`config.mk`:
```
export PLATFORM = sky130hd
export DESIGN_NAME = cfg_uart_tx
export DESIGN_NICKNAME = d
export VERILOG_FILES = /design/src/rtl/cfg_uart_tx.sv
export SDC_FILE = /design/constraint.sdc
export NUM_CORES = 1
export LEC_CHECK = 0
export ABC_CLOCK_PERIOD_IN_PS = 2200
export CORE_MARGIN = 5
export CORE_UTILIZATION = 25
export DETAILED_ROUTE_END_ITERATION = 10
export PLACE_DENSITY = 0.37
export SYNTH_ARGS = -nofsm -noshare
export SYNTH_HDL_FRONTEND = slang
export SYNTH_SLANG_ARGS = --single-unit
export TNS_END_PERCENT = 1
```
`constraint.sdc`:
```
create_clock -name CLK -period 2.2 [get_ports CLK]
set_input_delay 0.44 -clock CLK [delete_from_list [all_inputs] [get_ports CLK]]
set_output_delay 0.44 -clock CLK [all_outputs]
set_load 0.01 [all_outputs]
```
`src/rtl/cfg_uart_tx.sv`:
```
// cfg_uart_tx: 8N1 UART transmitter for the configuration return path.
// Bytes are queued in a small FIFO and sent LSB-first. The tx line idles high.
// Optional feature macro CFG_UART_TX_PARITY_EN: when it is defined, an even-parity
// bit follows data bit 7, which gives 8E1 frames of 11 bits.
//
// state    | meaning
// ---------+-----------------------------------------------------
// S_IDLE   | line high; waiting for a byte in the FIFO
// S_START  | start bit (0)
// S_DATA   | data bits 0..7, r_shift[0] on the line
// S_PARITY | even parity of the byte (only with CFG_UART_TX_PARITY_EN)
// S_STOP   | stop bit (1); pops the next byte on its last cycle
module cfg_uart_tx #(
    parameter int CLK_DIV = 434,
    parameter int DEPTH   = 4
) (
    input  logic                     CLK,
    input  logic                     resetn,
    input  logic [7:0]               tx_data,
    input  logic                     tx_valid,
    output logic                     tx_ready,
    output logic                     tx,
    output logic                     busy,
    output logic [$clog2(DEPTH):0]   fifo_level
);

    localparam int AW = $clog2(DEPTH);
    localparam int PW = AW + 1;
    localparam int CW = $clog2(CLK_DIV);
    localparam logic [CW-1:0] CNT_LOAD = CW'(CLK_DIV - 1);

    typedef enum logic [2:0] {
        S_IDLE,
        S_START,
        S_DATA,
        S_STOP
`ifdef CFG_UART_TX_PARITY_EN
        , S_PARITY
`endif
    } state_t;

    logic [7:0]    r_mem [DEPTH];
    logic [PW-1:0] r_wptr;
    logic [PW-1:0] r_rptr;
    state_t        r_state;
    logic [CW-1:0] r_cnt;
    logic [7:0]    r_shift;
    logic [2:0]    r_idx;
    logic          r_tx;
`ifdef CFG_UART_TX_PARITY_EN
    logic          r_par;
`endif

    logic          w_empty;
    logic          w_full;
    logic          w_push;
    logic          w_pop;
    logic          w_bit_end;
    logic [7:0]    w_head;

    // Full when the pointers differ only in their wrap bit.
    assign w_empty   = (r_wptr == r_rptr);
    assign w_full    = (r_wptr[AW] != r_rptr[AW]) && (r_wptr[AW-1:0] == r_rptr[AW-1:0]);
    assign w_push    = tx_valid && !w_full;
    assign w_bit_end = (r_cnt == '0);
    assign w_pop     = !w_empty && ((r_state == S_IDLE) || ((r_state == S_STOP) && w_bit_end));
    assign w_head    = r_mem[r_rptr[AW-1:0]];

    assign tx_ready   = !w_full;
    assign tx         = r_tx;
    assign busy       = (r_state != S_IDLE) || !w_empty;
    assign fifo_level = r_wptr - r_rptr;

    // FIFO storage; contents need no reset because the pointers gate every read.
    always_ff @(posedge CLK) begin
        if (w_push) begin
            r_mem[r_wptr[AW-1:0]] <= tx_data;
        end
    end

    // FIFO pointers, each wrapping modulo 2*DEPTH.
    always_ff @(posedge CLK or negedge resetn) begin
        if (!resetn) begin
            r_wptr <= '0;
            r_rptr <= '0;
        end else begin
            if (w_push) r_wptr <= r_wptr + 1'b1;
            if (w_pop)  r_rptr <= r_rptr + 1'b1;
        end
    end

    // Serialiser FSM with a registered line output, which changes only on bit boundaries.
    always_ff @(posedge CLK or negedge resetn) begin
        if (!resetn) begin
            r_state <= S_IDLE;
            r_cnt   <= '0;
            r_shift <= '0;
            r_idx   <= '0;
            r_tx    <= 1'b1;
`ifdef CFG_UART_TX_PARITY_EN
            r_par   <= 1'b0;
`endif
        end else begin
            case (r_state)
                S_IDLE: begin
                    if (w_pop) begin
                        r_shift <= w_head;
`ifdef CFG_UART_TX_PARITY_EN
                        r_par   <= ^w_head;
`endif
                        r_cnt   <= CNT_LOAD;
                        r_tx    <= 1'b0;
                        r_state <= S_START;
                    end
                end
                S_START: begin
                    if (w_bit_end) begin
                        r_cnt   <= CNT_LOAD;
                        r_idx   <= '0;
                        r_tx    <= r_shift[0];
                        r_state <= S_DATA;
                    end else begin
                        r_cnt <= r_cnt - 1'b1;
                    end
                end
                S_DATA: begin
                    if (w_bit_end) begin
                        r_cnt <= CNT_LOAD;
                        if (r_idx == 3'd7) begin
`ifdef CFG_UART_TX_PARITY_EN
                            r_tx    <= r_par;
                            r_state <= S_PARITY;
`else
                            r_tx    <= 1'b1;
                            r_state <= S_STOP;
`endif
                        end else begin
                            r_shift <= r_shift >> 1;
                            r_tx    <= r_shift[1];
                            r_idx   <= r_idx + 1'b1;
                        end
                    end else begin
                        r_cnt <= r_cnt - 1'b1;
                    end
                end
`ifdef CFG_UART_TX_PARITY_EN
                S_PARITY: begin
                    if (w_bit_end) begin
                        r_cnt   <= CNT_LOAD;
                        r_tx    <= 1'b1;
                        r_state <= S_STOP;
                    end else begin
                        r_cnt <= r_cnt - 1'b1;
                    end
                end
`endif
                S_STOP: begin
                    if (w_bit_end) begin
                        if (w_pop) begin
                            // Next byte starts right away, with no idle gap between frames.
                            r_shift <= w_head;
`ifdef CFG_UART_TX_PARITY_EN
                            r_par   <= ^w_head;
`endif
                            r_cnt   <= CNT_LOAD;
                            r_tx    <= 1'b0;
                            r_state <= S_START;
                        end else begin
                            r_state <= S_IDLE;
                        end
                    end else begin
                        r_cnt <= r_cnt - 1'b1;
                    end
                end
                default: begin
                    r_tx    <= 1'b1;
                    r_state <= S_IDLE;
                end
            endcase
        end
    end

endmodule

```
==> flow_metrics.env <==
export IMPL_status="complete, no violations"
export IMPL_leakagePower_nw=1.60
export IMPL_ys_warn_count=0
export IMPL_total_power_mw=3.38
export IMPL_synth_area_um2=3140
export IMPL_wl_per_cell_um=14.9
export IMPL_grt_max_degree=30
export IMPL_r2r_end="r_shift[4]$_DFFE_PN0P_"
export IMPL_final_common_cell="buf_4"
export IMPL_cp_end_kind="output port"
export IMPL_r2r_start="r_wptr[0]$_DFFE_PN0P_"
export IMPL_tns_ps=0
export IMPL_powerDensity_nw_per_um2=847
export IMPL_start_kind="flop"
export IMPL_r2r_setup_slack_ps=130
export IMPL_dpl_cell_area_um2=3720
export IMPL_port_buffers=16
export IMPL_final_area_um2=3990
export IMPL_htreeDepth=3
export IMPL_core_area_um2=12500
export IMPL_dieWidth_um=122
export IMPL_gp_congestion=0.780
export IMPL_io_pins=17
export IMPL_peakVddDrop_mv=0.383
export IMPL_slew_viol_final=0
export IMPL_die_area_um2=14900
export IMPL_synth_edf_count=32
export IMPL_start_util_pct=25.2
export IMPL_synth_cell_types=57
export IMPL_dp_hpwl_um=4750
export IMPL_max_freq_ghz=0.476
export IMPL_vias_per_cell=4.41
export IMPL_syn_to_final_growth_pct=27.0
export IMPL_vias=2002
export IMPL_cts_tree="done"
export IMPL_tightest_slew_ps=511
export IMPL_layout_common_cells="buf_4 (34), edfxtp_1 (32), dfrtp_1 (28)"
export IMPL_cp_required_ps=1760
export IMPL_worstSetupEndpoint="fifo_level[1]"
export IMPL_rows=41
export IMPL_hold_viol=0
export IMPL_fin_crit_sh_pct=95.5
export IMPL_grt_remaining_overflow=0
export IMPL_die_y_um=122
export IMPL_numCtsBuffers=9
export IMPL_path_clk_slew_ps=50
export IMPL_synth_nets=253
export IMPL_cts_num_sinks=61
export IMPL_min_from="r_rptr[2]$_DFFE_PN0P_"
export IMPL_drc=0
export IMPL_insertedDiodeCount=0
export IMPL_crit_fanout=2
export IMPL_fin_crit_ps=2100
export IMPL_ys_async_sr_fraction_pct=47.5
export IMPL_worst_setup_path_type="flop to output port"
export IMPL_seq_area_frac_synth_pct=53.7
export IMPL_holdWs_ps=482
export IMPL_cap_violations=0
export IMPL_hold_class="flop to flop"
export IMPL_postSynthCellCount=225
export IMPL_cts_root_buf="clkbuf_16"
export IMPL_setup_viol=0
export IMPL_crit_path_start="r_wptr[0]$_DFFE_PN0P_"
export IMPL_antenna_found_initial=0
export IMPL_avgSynthCellArea_um2=14.0
export IMPL_routed_wl_um=6770
export IMPL_yosys_register_bits=61
export IMPL_grt_use_total_pct=9.85
export IMPL_first_global_vias=2054
export IMPL_fin_skew_ps=5.94
export IMPL_cts_buffer_depth=2
export IMPL_grt_first_pass_wirelength_um=11100
export IMPL_cp_arrival_ps=1660
export IMPL_synth_ff_type="edfxtp_1"
export IMPL_drt_iter0_drc=85
export IMPL_drive_gt1_share_pct=30.5
export IMPL_slew_headroom_pct=65.0
export IMPL_nNetsFinal=305
export IMPL_ant_nets=0
export IMPL_clk_insertion_delay_late_ps=330
export IMPL_reg2reg_depth=7
export IMPL_first_pass_iters=4
## how the worst min path moves through the flow
stage / endpoint / slack [ps] / cells past startpoint
6_report: r_rptr[2]$_DFFE_PN0P_ / 480 / 1
5_1_grt: r_rptr[2]$_DFFE_PN0P_ / 510 / 1
4_1_cts: r_rptr[2]$_DFFE_PN0P_ / 490 / 1
3_5_place_dp: r_rptr[2]$_DFFE_PN0P_ / 480 / 1
3_3_place_gp: r_rptr[2]$_DFFE_PN0P_ / 480 / 1
2_1_floorplan: r_cnt[0]$_DFFE_PN0P_ / 140 / 0
## final cells by class
cell class                 count  area [um^2]
tap                          172          215
sequential                    61         1690
inverter                      13         48.8
clock inverter                 6         40.0
fill                        1261         8480
clock buffer                  10          229
multi-input combinational    142         1370
timing repair buffer          50          399
## critical path, stage by stage, from the launching register on
cell and delay, ps:
dfrtp_1 340, inv_1 60, ha_1 200, fa_1 480, inv_1 40, clkdlybuf4s15_1 220
## flip-flops by register name, summed over array words and instances, names as in the netlist
| name | count |
|---|---|
| r_cnt | 9 |
| r_idx | 3 |
| r_mem | 32 |
| r_rptr | 3 |
| r_shift | 8 |
| r_state | 2 |
| r_wptr | 3 |
| tx | 1 |
## cell families after synthesis
| logic type | share of synthesized area [%] |
|---|---|
| adders and majority gates | 7.01 |
| DFF | 53.7 |
| and+or+nand+nor | 9.60 |
| muxes | 13.5 |
| xor gates and xnor gates | 1.95 |
| AOI/OAI and AO/OA | 11.0 |
| buffers and inverters | 3.31 |
## stage by stage
stage	utilization (%)	instances	setup slack, ps
floorplan	-	225	35.3
detailed placement	29.8	437	58.4
global placement	29.8	437	60.1
CTS	32.0	454	-1.46
global route	32.0	454	-1.48
finish	32.0	454	99.9
## synth_stat cells, types with 4 or more instances
| cell type | number | area share (%) |
|---|---|---|
| o21ai_0 | 4 | 0.64 |
| nand2_1 | 9 | 1.1 |
| ha_1 | 16 | 6.4 |
| edfxtp_1 | 32 | 31 |
| mux2_2 | 7 | 2.5 |
| mux4_2 | 8 | 5.7 |
| inv_1 | 13 | 1.6 |
| and2_1 | 6 | 1.2 |
| nor3_1 | 5 | 0.80 |
| nor2_1 | 6 | 0.72 |
| xnor2_1 | 4 | 1.1 |
| clkbuf_1 | 4 | 0.48 |
| mux2_4 | 8 | 3.8 |
| dfrtp_1 | 28 | 22 |
| a2111oi_0 | 4 | 1.1 |
| a21oi_1 | 5 | 0.80 |
| nand2b_1 | 6 | 1.2 |
| a22o_1 | 6 | 1.7 |
## layer usage
metal | share of wire, % | global-route usage (%)
met5 | 0 | 0
met4 | 1.7 | 3.57
met3 | 3.6 | 2.88
met2 | 48 | 15.8
met1 | 46 | 12.7
## timing repair
action	in CTS	in global routing
endpoints found under the setup margin	5	12
cloned	0	0
endpoints found under the hold margin	0	0
resized for setup	8	5
pin swaps	0	1
hold buffers	0	0
buffers inserted	1	0
## power by group
| part | internal [mW] | switching (mW) | total, mW |
|---|---|---|---|
| Combinational | 0.341 | 0.357 | 0.698 |
| Clock | 0.759 | 0.517 | 1.28 |
| Sequential | 1.36 | 0.0413 | 1.40 |
Note: power is estimated with default switching activity, not from simulation.
